### config.mk
export PLATFORM = sky130hd
export DESIGN_NAME = unshuffle_writer
export DESIGN_NICKNAME = d
export VERILOG_FILES = /design/src/rtl/unshuffle_writer.sv
export SDC_FILE = /design/constraint.sdc
export NUM_CORES = 1
export LEC_CHECK = 0
export CAP_MARGIN = 20
export CORE_MARGIN = 5
export CORE_UTILIZATION = 51
export DETAILED_ROUTE_END_ITERATION = 12
export HOLD_SLACK_MARGIN = 0.1
export PLACE_DENSITY = 0.85
export SETUP_SLACK_MARGIN = 0.1
export SYNTH_ARGS = -nofsm -noshare
export SYNTH_HDL_FRONTEND = slang
export SYNTH_SLANG_ARGS = --single-unit
### constraint.sdc
create_clock -name clk -period 4.4 [get_ports clk]
set_input_delay 0.88 -clock clk [delete_from_list [all_inputs] [get_ports clk]]
set_output_delay 0.88 -clock clk [all_outputs]
set_load 0.05 [all_outputs]
### src/rtl/unshuffle_writer.sv
// unshuffle_writer
//   Pixel-unshuffle (space-to-depth) front end. A raster-order stream of
//   IMG_W x IMG_H pixels (IN_CH channels each) is scattered into four SRAM
//   banks. Each SRAM word holds a 2x2 tile of the unshuffled map across all
//   CH_NUM = 4*IN_CH channels. One write is issued per accepted input beat.
//
//   Optional feature macro: UNSHUFFLE_PINGPONG_EN
//     defined   : a frame-select bit toggles after every frame and drives the
//                 address MSB, so consecutive frames alternate SRAM halves.
//     undefined : every frame writes from base address 0.
//
//   Ports
//     clk            rising-edge clock
//     rst            synchronous active-high reset
//     start          frame start pulse, sampled only in IDLE
//     in_valid       input beat valid (no backpressure in FILL)
//     in_data        one pixel, channel k at [(IN_CH-k)*BW-1 -: BW]
//     busy           high while a frame is being filled
//     done           one-cycle pulse after the last write of a frame
//     sram_wen       per-bank write enable, active-low
//     sram_bytemask  per-lane mask, active-low (0 = write lane)
//     sram_waddr     write address shared by all banks
//     sram_wdata     write data, lane 0 in the MSBs
module unshuffle_writer #(
  parameter int IMG_W        = 28,
  parameter int IMG_H        = 28,
  parameter int IN_CH        = 1,
  parameter int CH_NUM       = 4,
  parameter int ACT_PER_ADDR = 4,
  parameter int BW_PER_ACT   = 8,
  parameter int ADDR_W       = 6
) (
  input  logic                                       clk,
  input  logic                                       rst,
  input  logic                                       start,
  input  logic                                       in_valid,
  input  logic [IN_CH*BW_PER_ACT-1:0]                in_data,
  output logic                                       busy,
  output logic                                       done,
  output logic [3:0]                                 sram_wen,
  output logic [CH_NUM*ACT_PER_ADDR-1:0]             sram_bytemask,
  output logic [ADDR_W-1:0]                          sram_waddr,
  output logic [CH_NUM*ACT_PER_ADDR*BW_PER_ACT-1:0]  sram_wdata
);

  localparam int LANES    = CH_NUM * ACT_PER_ADDR;
  localparam int WORD_W   = LANES * BW_PER_ACT;
  localparam int COL_W    = (IMG_W > 1) ? $clog2(IMG_W) : 1;
  localparam int ROW_W    = (IMG_H > 1) ? $clog2(IMG_H + 1) : 1;
  // Words per address row: two word columns (banks) share one address.
  localparam int WPR      = (IMG_W + 7) / 8;
  localparam int MAX_ADDR = ((IMG_H / 4 - 1) / 2) * WPR + (IMG_W / 4 - 1) / 2;
`ifdef UNSHUFFLE_PINGPONG_EN
  localparam int ADDR_SPAN = 1 << (ADDR_W - 1);
`else
  localparam int ADDR_SPAN = 1 << ADDR_W;
`endif

  generate
    if ((IMG_W % 4) != 0 || (IMG_H % 4) != 0) begin : g_bad_dim
      $fatal(1, "unshuffle_writer: IMG_W and IMG_H must be multiples of 4");
    end
    if (CH_NUM != 4 * IN_CH || ACT_PER_ADDR != 4) begin : g_bad_ch
      $fatal(1, "unshuffle_writer: CH_NUM must be 4*IN_CH and ACT_PER_ADDR 4");
    end
    if (MAX_ADDR >= ADDR_SPAN) begin : g_bad_addr
      $fatal(1, "unshuffle_writer: frame does not fit in ADDR_W address bits");
    end
  endgenerate

  typedef enum logic [1:0] {S_IDLE, S_FILL, S_DONE} state_t;

  state_t            state, state_nxt;
  logic [COL_W-1:0]  col;
  logic [ROW_W-1:0]  row;
  logic              accept_p0;
  logic              last_p0;
  logic [ADDR_W-1:0] base;

  assign accept_p0 = (state == S_FILL) && in_valid;
  assign last_p0   = accept_p0 && (col == COL_W'(IMG_W - 1))
                               && (row == ROW_W'(IMG_H - 1));

  always_ff @(posedge clk) begin
    if (rst) state <= S_IDLE;
    else     state <= state_nxt;
  end

  always_comb begin
    state_nxt = state;
    case (state)
      S_IDLE:  if (start) state_nxt = S_FILL;
      S_FILL:  if (last_p0) state_nxt = S_DONE;
      S_DONE:  state_nxt = S_IDLE;
      default: state_nxt = S_IDLE;
    endcase
  end

  assign busy = (state == S_FILL);
  assign done = (state == S_DONE);

  always_ff @(posedge clk) begin
    if (rst) begin
      col <= '0;
      row <= '0;
    end else if (state == S_IDLE && start) begin
      col <= '0;
      row <= '0;
    end else if (accept_p0) begin
      if (col == COL_W'(IMG_W - 1)) begin
        col <= '0;
        row <= row + 1'b1;
      end else begin
        col <= col + 1'b1;
      end
    end
  end

`ifdef UNSHUFFLE_PINGPONG_EN
  logic frame_sel;

  always_ff @(posedge clk) begin
    if (rst)                 frame_sel <= 1'b0;
    else if (state == S_DONE) frame_sel <= ~frame_sel;
  end

  assign base = {frame_sel, {(ADDR_W - 1){1'b0}}};
`else
  assign base = '0;
`endif

  // ---- stage p0: map (row, col) to bank / address / lanes ----
  // Successive halvings of row and column peel off one bit each:
  // bit 0 selects the sub-pixel channel group, bit 1 the activation inside
  // the 2x2 tile, bit 2 the bank, the remaining bits the address.
  logic [31:0]             r32, c32, addr32, lane;
  logic [1:0]              q_p0, act_p0, bank_p0;
  logic [BW_PER_ACT-1:0]   pix;
  logic [WORD_W-1:0]       wdata_p0;
  logic [LANES-1:0]        mask_p0;

  assign r32     = 32'(row);
  assign c32     = 32'(col);
  assign q_p0    = {r32[0], c32[0]};
  assign act_p0  = {r32[1], c32[1]};
  assign bank_p0 = {r32[2], c32[2]};
  assign addr32  = (r32 >> 3) * 32'(WPR) + (c32 >> 3);

  always_comb begin
    wdata_p0 = '0;
    mask_p0  = '1;
    lane     = '0;
    pix      = '0;
    for (int k = 0; k < IN_CH; k++) begin
      lane     = (32'(q_p0) * 32'(IN_CH) + 32'(k)) * 32'(ACT_PER_ADDR) + 32'(act_p0);
      pix      = BW_PER_ACT'(in_data >> ((IN_CH - 1 - k) * BW_PER_ACT));
      wdata_p0 = wdata_p0 | (WORD_W'(pix) << (WORD_W - BW_PER_ACT - lane * BW_PER_ACT));
      mask_p0  = mask_p0 & ~(LANES'(1) << (LANES - 1 - lane));
    end
  end

  // ---- stage p1: registered SRAM write port ----
  // Address and data hold between writes; only wen/bytemask define a write.
  always_ff @(posedge clk) begin
    if (rst) begin
      sram_wen      <= 4'b1111;
      sram_bytemask <= '1;
      sram_waddr    <= '0;
      sram_wdata    <= '0;
    end else if (accept_p0) begin
      sram_wen      <= ~(4'b0001 << bank_p0);
      sram_bytemask <= mask_p0;
      sram_waddr    <= ADDR_W'(addr32) | base;
      sram_wdata    <= wdata_p0;
    end else begin
      sram_wen      <= 4'b1111;
      sram_bytemask <= '1;
    end
  end

endmodule

== Word level (Yosys, flattened, before mapping) ==
Index checks and enable logic that the tools add are counted.
Operators by class
  add/subtract/negate cells: 6
  equality and inequality tests: 6
  shift operators: 3
  muxes and demuxes: 4
  bitwise gates (word level): 3
  reduce and logical (&&, ||, !) cells: 9
Operators by type and width (count)
  $shl 8x32->128: 1
  $shl 1x32->16 const A: 1
  $not 16->16: 1
  $add 4x2->5: 2
  $add 5x1->5 const B: 2
  $eq 5x5->1 const B: 2
  $sub 7x8->9 const A: 1
  $sub 4x5->6 const A: 1
  $mux 5: 1
  $logic_and 1x1->1: 4
  $mux 2: 2
  $not 4->4: 1
  $pmux 2 s2: 1
  $reduce_and 2->1: 2
  $reduce_or 2->1: 2
  $shl 1x2->4 const A: 1
  $eq 2x1->1 const B: 1
  $eq 2x2->1 const B: 1
  $logic_not 2->1: 1
  $ne 2x1->1 const B: 1
  $ne 2x2->1 const B: 1
  $not 1->1: 1
Storage, ports and cells
  register bits: 166
  output and inout bits: 156

== Longest topological paths before layout ==
Gate-level depths: netlist (run 1).
  depth after elaboration: 6
  depth in mapped cells: 6

== Worst setup path before layout (run 1) ==
OpenSTA, ideal clock, no wires.
  kind: reg-to-output
  start point: reg state[0]
  end point: out busy
  arrival: 1138 ps
  data required time: 3520 ps
  path slack: 2382 ps
  cell stages (with the launch flop): 2
  buffers on the path: 0
  cell sequence: dfxtp_1 > nor2b_1
On the way
  cells in the longest elaborated chain, start to end: 1
Ends and longest elaborated chain
  start, declared: RTL line 73  | state_t state, state_nxt;
  start signal, assigned: RTL line 86  | else state <= state_nxt;
  $eq 2x1->1: RTL line 99  | assign busy = (state == S_FILL);
  end, declared: RTL line 38  | output logic busy,
Every way passes these cells.

== Worst setup path in the final report (run 1) ==
Ends and elaborated chain as after synthesis.

==> summary.txt, run 1 <==
Timing
  – Setup TNS: 0 ns
  – Rel. slew slack: a little under a third
  – Worst Max-Slew Pin Slew: 1.03 ns
  – Hold_ws: between 0.4 and 0.5 ns
  – Final Hold Viols: 0
  – Final setup viols: 0
  – Final worst path period share: 62.1%
  – F_max: ~0.37 GHz
  – Max-slew violations: 0
  – RSZ-0062 raised after global routing: no
  – Fin crit period: around 2.7 ns
  – Setup Skew: between 0.007 and 0.008 ns

Logic synthesis
  – Post-synthesis sequential area ratio: 55.5%
  – Synth async-reset ratio: 0%
  – Top_reg_cell synth: dfxtp_1
  – Avg Inst Size Synth: around 9.3 um^2
  – Number of library cell types mapped by synthesis: 39
  – Synth Register Bits: about 160
  – Post-synth EDFFs: 0
  – Yosys warnings: 0
  – Synthesized cell area: 5910 um^2
  – Cells after Synth: approximately 630

CTS
  – Number of CTS-inserted buffers: 17
  – CTS tree: built
  – Clock Sink Count: 164
  – Reg clk slew, reported paths: ~0.060 ns
  – CTS root buf: clkbuf_16
  – CTS max path bufs: 2
  – Worst-Skew Late Latency: between 0.4 and 0.5 ns
  – Resized Gates After CTS: 0
  – H-tree depth: 4
  – Post-CTS Hold Fix Bufs: 0
  – Setup bufs post-CTS: 0

Die
  – Row cnt: 39
  – IO Pins: approximately 170
  – Initial core utilization: 52.0%
  – Die X: around 120 um
  – Total core area: approximately 11,000 um^2
  – Die height: 118 um
  – Die ar.: ~14,000 um^2

Power
  – Peak VDD IR: 0.310 mV
  – Leakage power: 2.71 nW
  – Power per cell area: roughly 380 nW/um^2

Route
  – Routed Antenna Nets: 0
  – Met2 wire len: 8.82 mm
  – 1st-iter DRT viols: 496
  – Drc violations: 0
  – Vias: ~5.5k
  – DR vias/cell: between 5 and 6
  – Top sig layer: met4
  – Final WL: around 18 mm
  – Wl on met1: slightly above 7 mm
  – Routed len/inst: roughly 20 um
  – Pre-antenna DRT Iters: 5
  – Routed wl met3: approximately 1.6 mm

Critical path
  – CP Capture Type: output port
  – Critical path fanouts, max: 6
  – CP required: 3.52 ns
  – Crit Path Class: register to output port
  – Critical path launch point type: register
  – R2R Setup Slk: about 2.3 ns
  – R2r worst-path depth: 4
  – Crit path DAT: around 1.9 ns

Final layout
  – Most frequent cells in the layout: dfxtp_1, clkdlybuf4s50_1, nand2_1
  – Layout cell share with drive strength beyond 1: about 6.7%
  – Final Core Density: 71.0%
  – Final std cells w/o fill: approximately 910
  – Area grow syn2layout: 36.5%
  – Fillers: 850
  – Total Nets Final: 772
  – Ant. Diodes: 0

Hold path
  – Hold WC Path Type: register to register
  – Hold Path Cell Cnt: 2

Status
  – Outcome: finished clean

Place
  – Port Buffers: ~170
  – Final GP Congestion: about 0.84
  – Post-DP HPWL: 11.6 mm
  – Placed insts: 882

Job
  – Max Cap Viol: 0

GRT
  – Initial antenna violation count: 0
  – Largest net degree at the start of global routing: 95
  – Vias in the first global route: ~5.4k
  – Total gr overflow: 0
  – First-pass GRT wire length: 28.7 mm
  – Total GRT Usage: around 25%
## layer usage
metal	vias up	global-route usage, %
li1	2488	-
met2	287	41.5
met1	2648	29.8
met3	50	8.94
met5	-	0
met4	0	11.8
## stage by stage
step | area, um^2 | total power [W] | setup WS [ns]
6_report | 8070 | 0.00305 | 1.67
5_1_grt | 8070 | 0.00314 | 1.58
4_1_cts | 8070 | 0.00307 | 1.63
3_5_place_dp | 7490 | 0.00166 | 1.35
3_3_place_gp | 7490 | 0.00166 | 1.42
2_1_floorplan | 5920 | 0.00162 | 2.38
## synth_stat cells (3+ instances only)
library cell,number,area share [%]
a21oi_1,92,7.8
a22o_1,12,1.8
a31oi_1,3,0.32
a32o_1,37,6.3
and2_1,5,0.53
and3b_1,4,0.59
buf_2,37,3.1
buf_4,4,0.51
clkbuf_1,27,1.7
dfxtp_1,164,56
inv_1,3,0.19
nand2_1,106,6.7
nand3_1,75,6.3
nand4_1,11,1.2
nor2_1,4,0.25
nor2b_1,10,1.1
o21ai_0,5,0.42
o31ai_1,3,0.38
or4_1,7,0.89
## final timing paths
| path | to | start |
|---|---|---|
| worst max-delay path | busy | state[0] |
| worst min-delay path | sram_wdata[2] | sram_wdata[2] |
| worst max register to register | sram_wdata[0] | state[0] |
| worst min register to register | sram_wdata[2] | sram_wdata[2] |
## critical path: stages, from the launching register on
cell	delay, ns
dfxtp_1	0.45
nor2b_1	0.17
clkdlybuf4s50_1	0.81
## report_power, final
group,switching (W),internal (W)
Sequential,0.00000494,0.00149
Clock,0.000570,0.000850
Combinational,0.000108,0.0000315
Total,0.000682,0.00237
## state kept, by name (all words and copies together), names as in the netlist
| register | count |
|---|---|
| col | 5 |
| row | 5 |
| state | 2 |
| sram_wen | 4 |
| sram_wdata | 128 |
| sram_bytemask | 16 |
| sram_waddr | 4 |
## layout make-up
| cell class | instances | area (um^2) | share of cell area [%] |
|---|---|---|---|
| tap | 143 | 179 | 2.22 |
| sequential | 164 | 3280 | 40.7 |
| inverter | 3 | 11.3 | 0.140 |
| multi-input combinational | 398 | 2300 | 28.5 |
| timing repair buffer | 174 | 1720 | 21.3 |
| clock buffer | 24 | 502 | 6.22 |
| clock inverter | 8 | 73.8 | 0.915 |
## cells by family after synthesis
family                   share of synthesized area (%)
AO/OA/AOI/OAI                                     17.1
adder cells (fa/ha/maj)                          0.423
buffers and inverters                             5.80
flip-flops                                        55.5
other                                           0.0634
AND/OR/NAND/NOR                                   21.1
Note: power is estimated with default switching activity, not from simulation.
==> run 2, diff against run 1 <==
--- a/config.mk
+++ b/config.mk
@@ -7,10 +7,10 @@
 export LEC_CHECK = 0
 export CAP_MARGIN = 20
 export CORE_MARGIN = 5
-export CORE_UTILIZATION = 51
+export CORE_UTILIZATION = 43
 export DETAILED_ROUTE_END_ITERATION = 12
 export HOLD_SLACK_MARGIN = 0.1
-export PLACE_DENSITY = 0.85
+export PLACE_DENSITY = 0.76
 export SETUP_SLACK_MARGIN = 0.1
 export SYNTH_ARGS = -nofsm -noshare
 export SYNTH_HDL_FRONTEND = slang
==> constraint.sdc (replaced) <==
create_clock -name clk -period 2.5 [get_ports clk]
set_input_delay 0.5 -clock clk [delete_from_list [all_inputs] [get_ports clk]]
set_output_delay 0.5 -clock clk [all_outputs]
set_load 0.05 [all_outputs]
==> run 2 against run 1 <==
Against the previous run:
- register-to-register slack lost 1.9 ns
- critical endpoint is now done
- via count shrank 1.4%
- cell count grew 4.7%
- flip-flop and latch count is the same
- non-clock buffer count grew 13
- sequential power grew 75%
- wire length grew 0.93%
==> summary.txt, run 2 (synthesized netlist as in run 1, its figures left out) <==
Status
  – Outcome: finished clean (unchanged)

CTS
  – H-tree depth: 4 (unchanged)
  – Number of CTS-inserted buffers: 17 (unchanged)
  – Post-CTS Hold Fix Bufs: 0 (unchanged)
  – Clock Sink Count: 164 (unchanged)
  – CTS max path bufs: 2 (unchanged)
  – Worst-Skew Late Latency: 0.42 ns (about the same)
  – CTS tree: built (unchanged)
  – Setup bufs post-CTS: 0 (unchanged)
  – Reg clk slew, reported paths: 0.06 ns (about the same)
  – CTS root buf: clkbuf_16 (unchanged)

Timing
  – Fin crit period: ~2.3 ns
  – Final setup viols: 0 (unchanged)
  – Final Hold Viols: 0 (unchanged)
  – Max-slew violations: 0 (unchanged)
  – Setup Skew: 0.00753 ns (was 0.00750 ns)
  – RSZ-0062 raised after global routing: no (unchanged)
  – Setup TNS: 0 ns (unchanged)
  – F_max: between 0.4 and 0.5 GHz
  – Worst Max-Slew Pin Slew: 1.09 ns (was 1.03 ns)
  – Final worst path period share: about 91%
  – Rel. slew slack: 27.3% (was 31.1%)

Final layout
  – Max reg flops: 128 (unchanged)
  – Ant. Diodes: 0 (unchanged)
  – Total Nets Final: 785 (was 772)
  – Most frequent cells in the layout: dfxtp_1, clkdlybuf4s50_1, nand2_1 (unchanged)
  – Commonest non-fill, non-tap cell in the layout: dfxtp_1
  – Area grow syn2layout: 38.5% (was 36.5%)
  – Final Core Density: 61.3% (was 71.0%)
  – Layout cell share with drive strength beyond 1: 7.68% (was 6.74%)
  – Largest Register: sram_wdata (unchanged)
  – Biggest regs: sram_wdata: 128 flops, sram_bytemask: 16 flops (unchanged)

Power
  – Peak VDD IR: 0.467 mV (was 0.310 mV)
  – Internal: 0.00412 W (was 0.00237 W)
  – Leakage power: 2.77 nW (was 2.71 nW)
  – Power per cell area: 647 nW/um^2 (was 379 nW/um^2)
  – Clock Power Share: 45.4% (was 46.5%)
  – Psw: 0.00118 W (was 0.000682 W)
  – Switching share of power: 22.3% (about the same)
  – Comb pwr share: 4.9% (was 4.6%)
  – Sequential power share: 49.7% (was 49.0%)

Route
  – Final WL: 18.3 mm (was 18.1 mm)
  – Routed wl met3: 1.50 mm (was 1.56 mm)
  – 1st-iter DRT viols: 523 (was 496)
  – Pre-antenna DRT Iters: 6 (was 5)
  – Drc violations: 0 (unchanged)
  – Routed Antenna Nets: 0 (unchanged)
  – Routed len/inst: 19.1 um (was 19.8 um)
  – Vias: 5,395 (was 5,473)
  – Wl on met1: 7.50 mm (was 7.10 mm)
  – Met2 wire len: 8.89 mm (was 8.82 mm)
  – Top sig layer: met4 (unchanged)
  – DR vias/cell: 5.64 (was 5.99)

GRT
  – Total GRT Usage: 22.4% (was 25.4%)
  – Largest net degree at the start of global routing: 88 (was 95)
  – Initial antenna violation count: 0 (unchanged)
  – First-pass GRT wire length: 28.5 mm (was 28.7 mm)
  – Total gr overflow: 0 (unchanged)
  – Vias in the first global route: 5,148 (was 5,437)

Die
  – Die ar.: 16,200 um^2 (was 13,800 um^2)
  – Die X: 127 um (was 118 um)
  – Total core area: 13,300 um^2 (was 11,400 um^2)
  – IO Pins: 168 (unchanged)
  – Initial core utilization: 44.3% (was 52.0%)
  – Row cnt: 42 (was 39)
  – Die height: 127 um (was 118 um)

Critical path
  – Reg2reg start: col[0] (was state[0])
  – Buffers & Inverters on Critical Path: 1 (unchanged)
  – Critical path launch point type: register (unchanged)
  – CP required: 2.00 ns (was 3.52 ns)
  – Critical path fanouts, max: 6 (unchanged)
  – Worst path slowest cell: clkdlybuf4s50_1 (unchanged)
  – Crit path DAT: 1.78 ns (was 1.85 ns)
  – Crit Path Class: register to output port (unchanged)
  – R2r worst-path depth: 4 (unchanged)
  – Max stage delay on crit path: 0.81 ns (about the same)
  – Crit-path leading delay family: buffers and inverters (unchanged)
  – CP Capture Type: output port (unchanged)
  – Reg2reg end: row[3] (was sram_wdata[0])
  – Crit-path cells: nor2b_1 -> clkdlybuf4s50_1 (unchanged)
  – R2R Setup Slk: 0.40 ns (was 2.27 ns)

Hold path
  – Hold Path Cell Cnt: 2 (unchanged)
  – HP Start: sram_wdata[76] (was sram_wdata[2])
  – Hold endpoint: sram_wdata[76] (was sram_wdata[2])
  – Hold WC Path Type: register to register (unchanged)

Place
  – Final GP Congestion: 0.821 (was 0.837)
  – Port Buffers: 165 (unchanged)
  – Post-DP HPWL: 12.2 mm (was 11.6 mm)

Job
  – Max Cap Viol: 0 (unchanged)
run 2: changes by cell type in the layout (fill, tap and decap cells not counted), sizes merged:
cell / previous run / this run
clkdlybuf4s50: 164 / 163
clkinvlp: 2 / 1
buf: 10 / 23
clkinv: 5 / 3
dlymetal6s2s: 0 / 1
run 2: layer usage:
layer | GRT usage [%] | vias to the layer above
li1 | - | 2518
met1 | 27.6 | 2637
met2 | 36.6 | 209
met3 | 7.76 | 31
met4 | 7.70 | 0
met5 | 0 | -
run 2: power groups by stage:
stage	sequential (W)	clock, W	combinational [W]
after floorplan	0.00271	0	0.000144
after global placement	0.00269	0	0.000253
after detailed placement	0.00269	0	0.000258
after CTS	0.00263	0.00243	0.000258
after global routing	0.00263	0.00255	0.000276
final	0.00263	0.00240	0.000259
run 2: layout make-up:
cell class | count | area [um^2]
Clock inverter | 5 | 52.6
Fill cell | 1110 | 5160
Sequential cell | 164 | 3280
Tap cell | 176 | 220
Timing Repair Buffer | 187 | 1830
Multi-Input combinational cell | 398 | 2310
Clock buffer | 24 | 482
Inverter | 3 | 11.3
run 2: worst min-delay path, cell delays in order, from the launching register on:
cell     delay (ns)
dfxtp_1        0.31
nand2_1        0.05
a21oi_1        0.05
run 2: through the flow:
stage,std cells,hold slack (ns),instance area (um^2),setup slack (ns),power (W)
after detailed placement,928,0.446,7650,0.0815,0.00295
final,957,0.452,8190,0.221,0.00530
after global placement,928,0.438,7650,0.132,0.00294
after CTS,957,0.453,8180,0.164,0.00532
after global routing,957,0.472,8190,0.148,0.00546
after floorplan,635,0.432,5920,0.862,0.00286
run 2: how the worst max path moves through the flow:
stage / from / endpoint / slack, ns / depth (start not counted)
after global placement: in_valid / sram_wdata[106] / 0.13 / 4
after global routing: state[1] / done / 0.15 / 2
after CTS: state[0] / busy / 0.16 / 2
after detailed placement: in_valid / sram_wdata[122] / 0.08 / 4
after floorplan: state[0] / busy / 0.86 / 1
final: state[1] / done / 0.22 / 2
run 2: what timing repair did:
item	CTS	global route
endpoints found under the hold margin	0	0
setup endpoints to repair	0	1
resized for setup	0	1
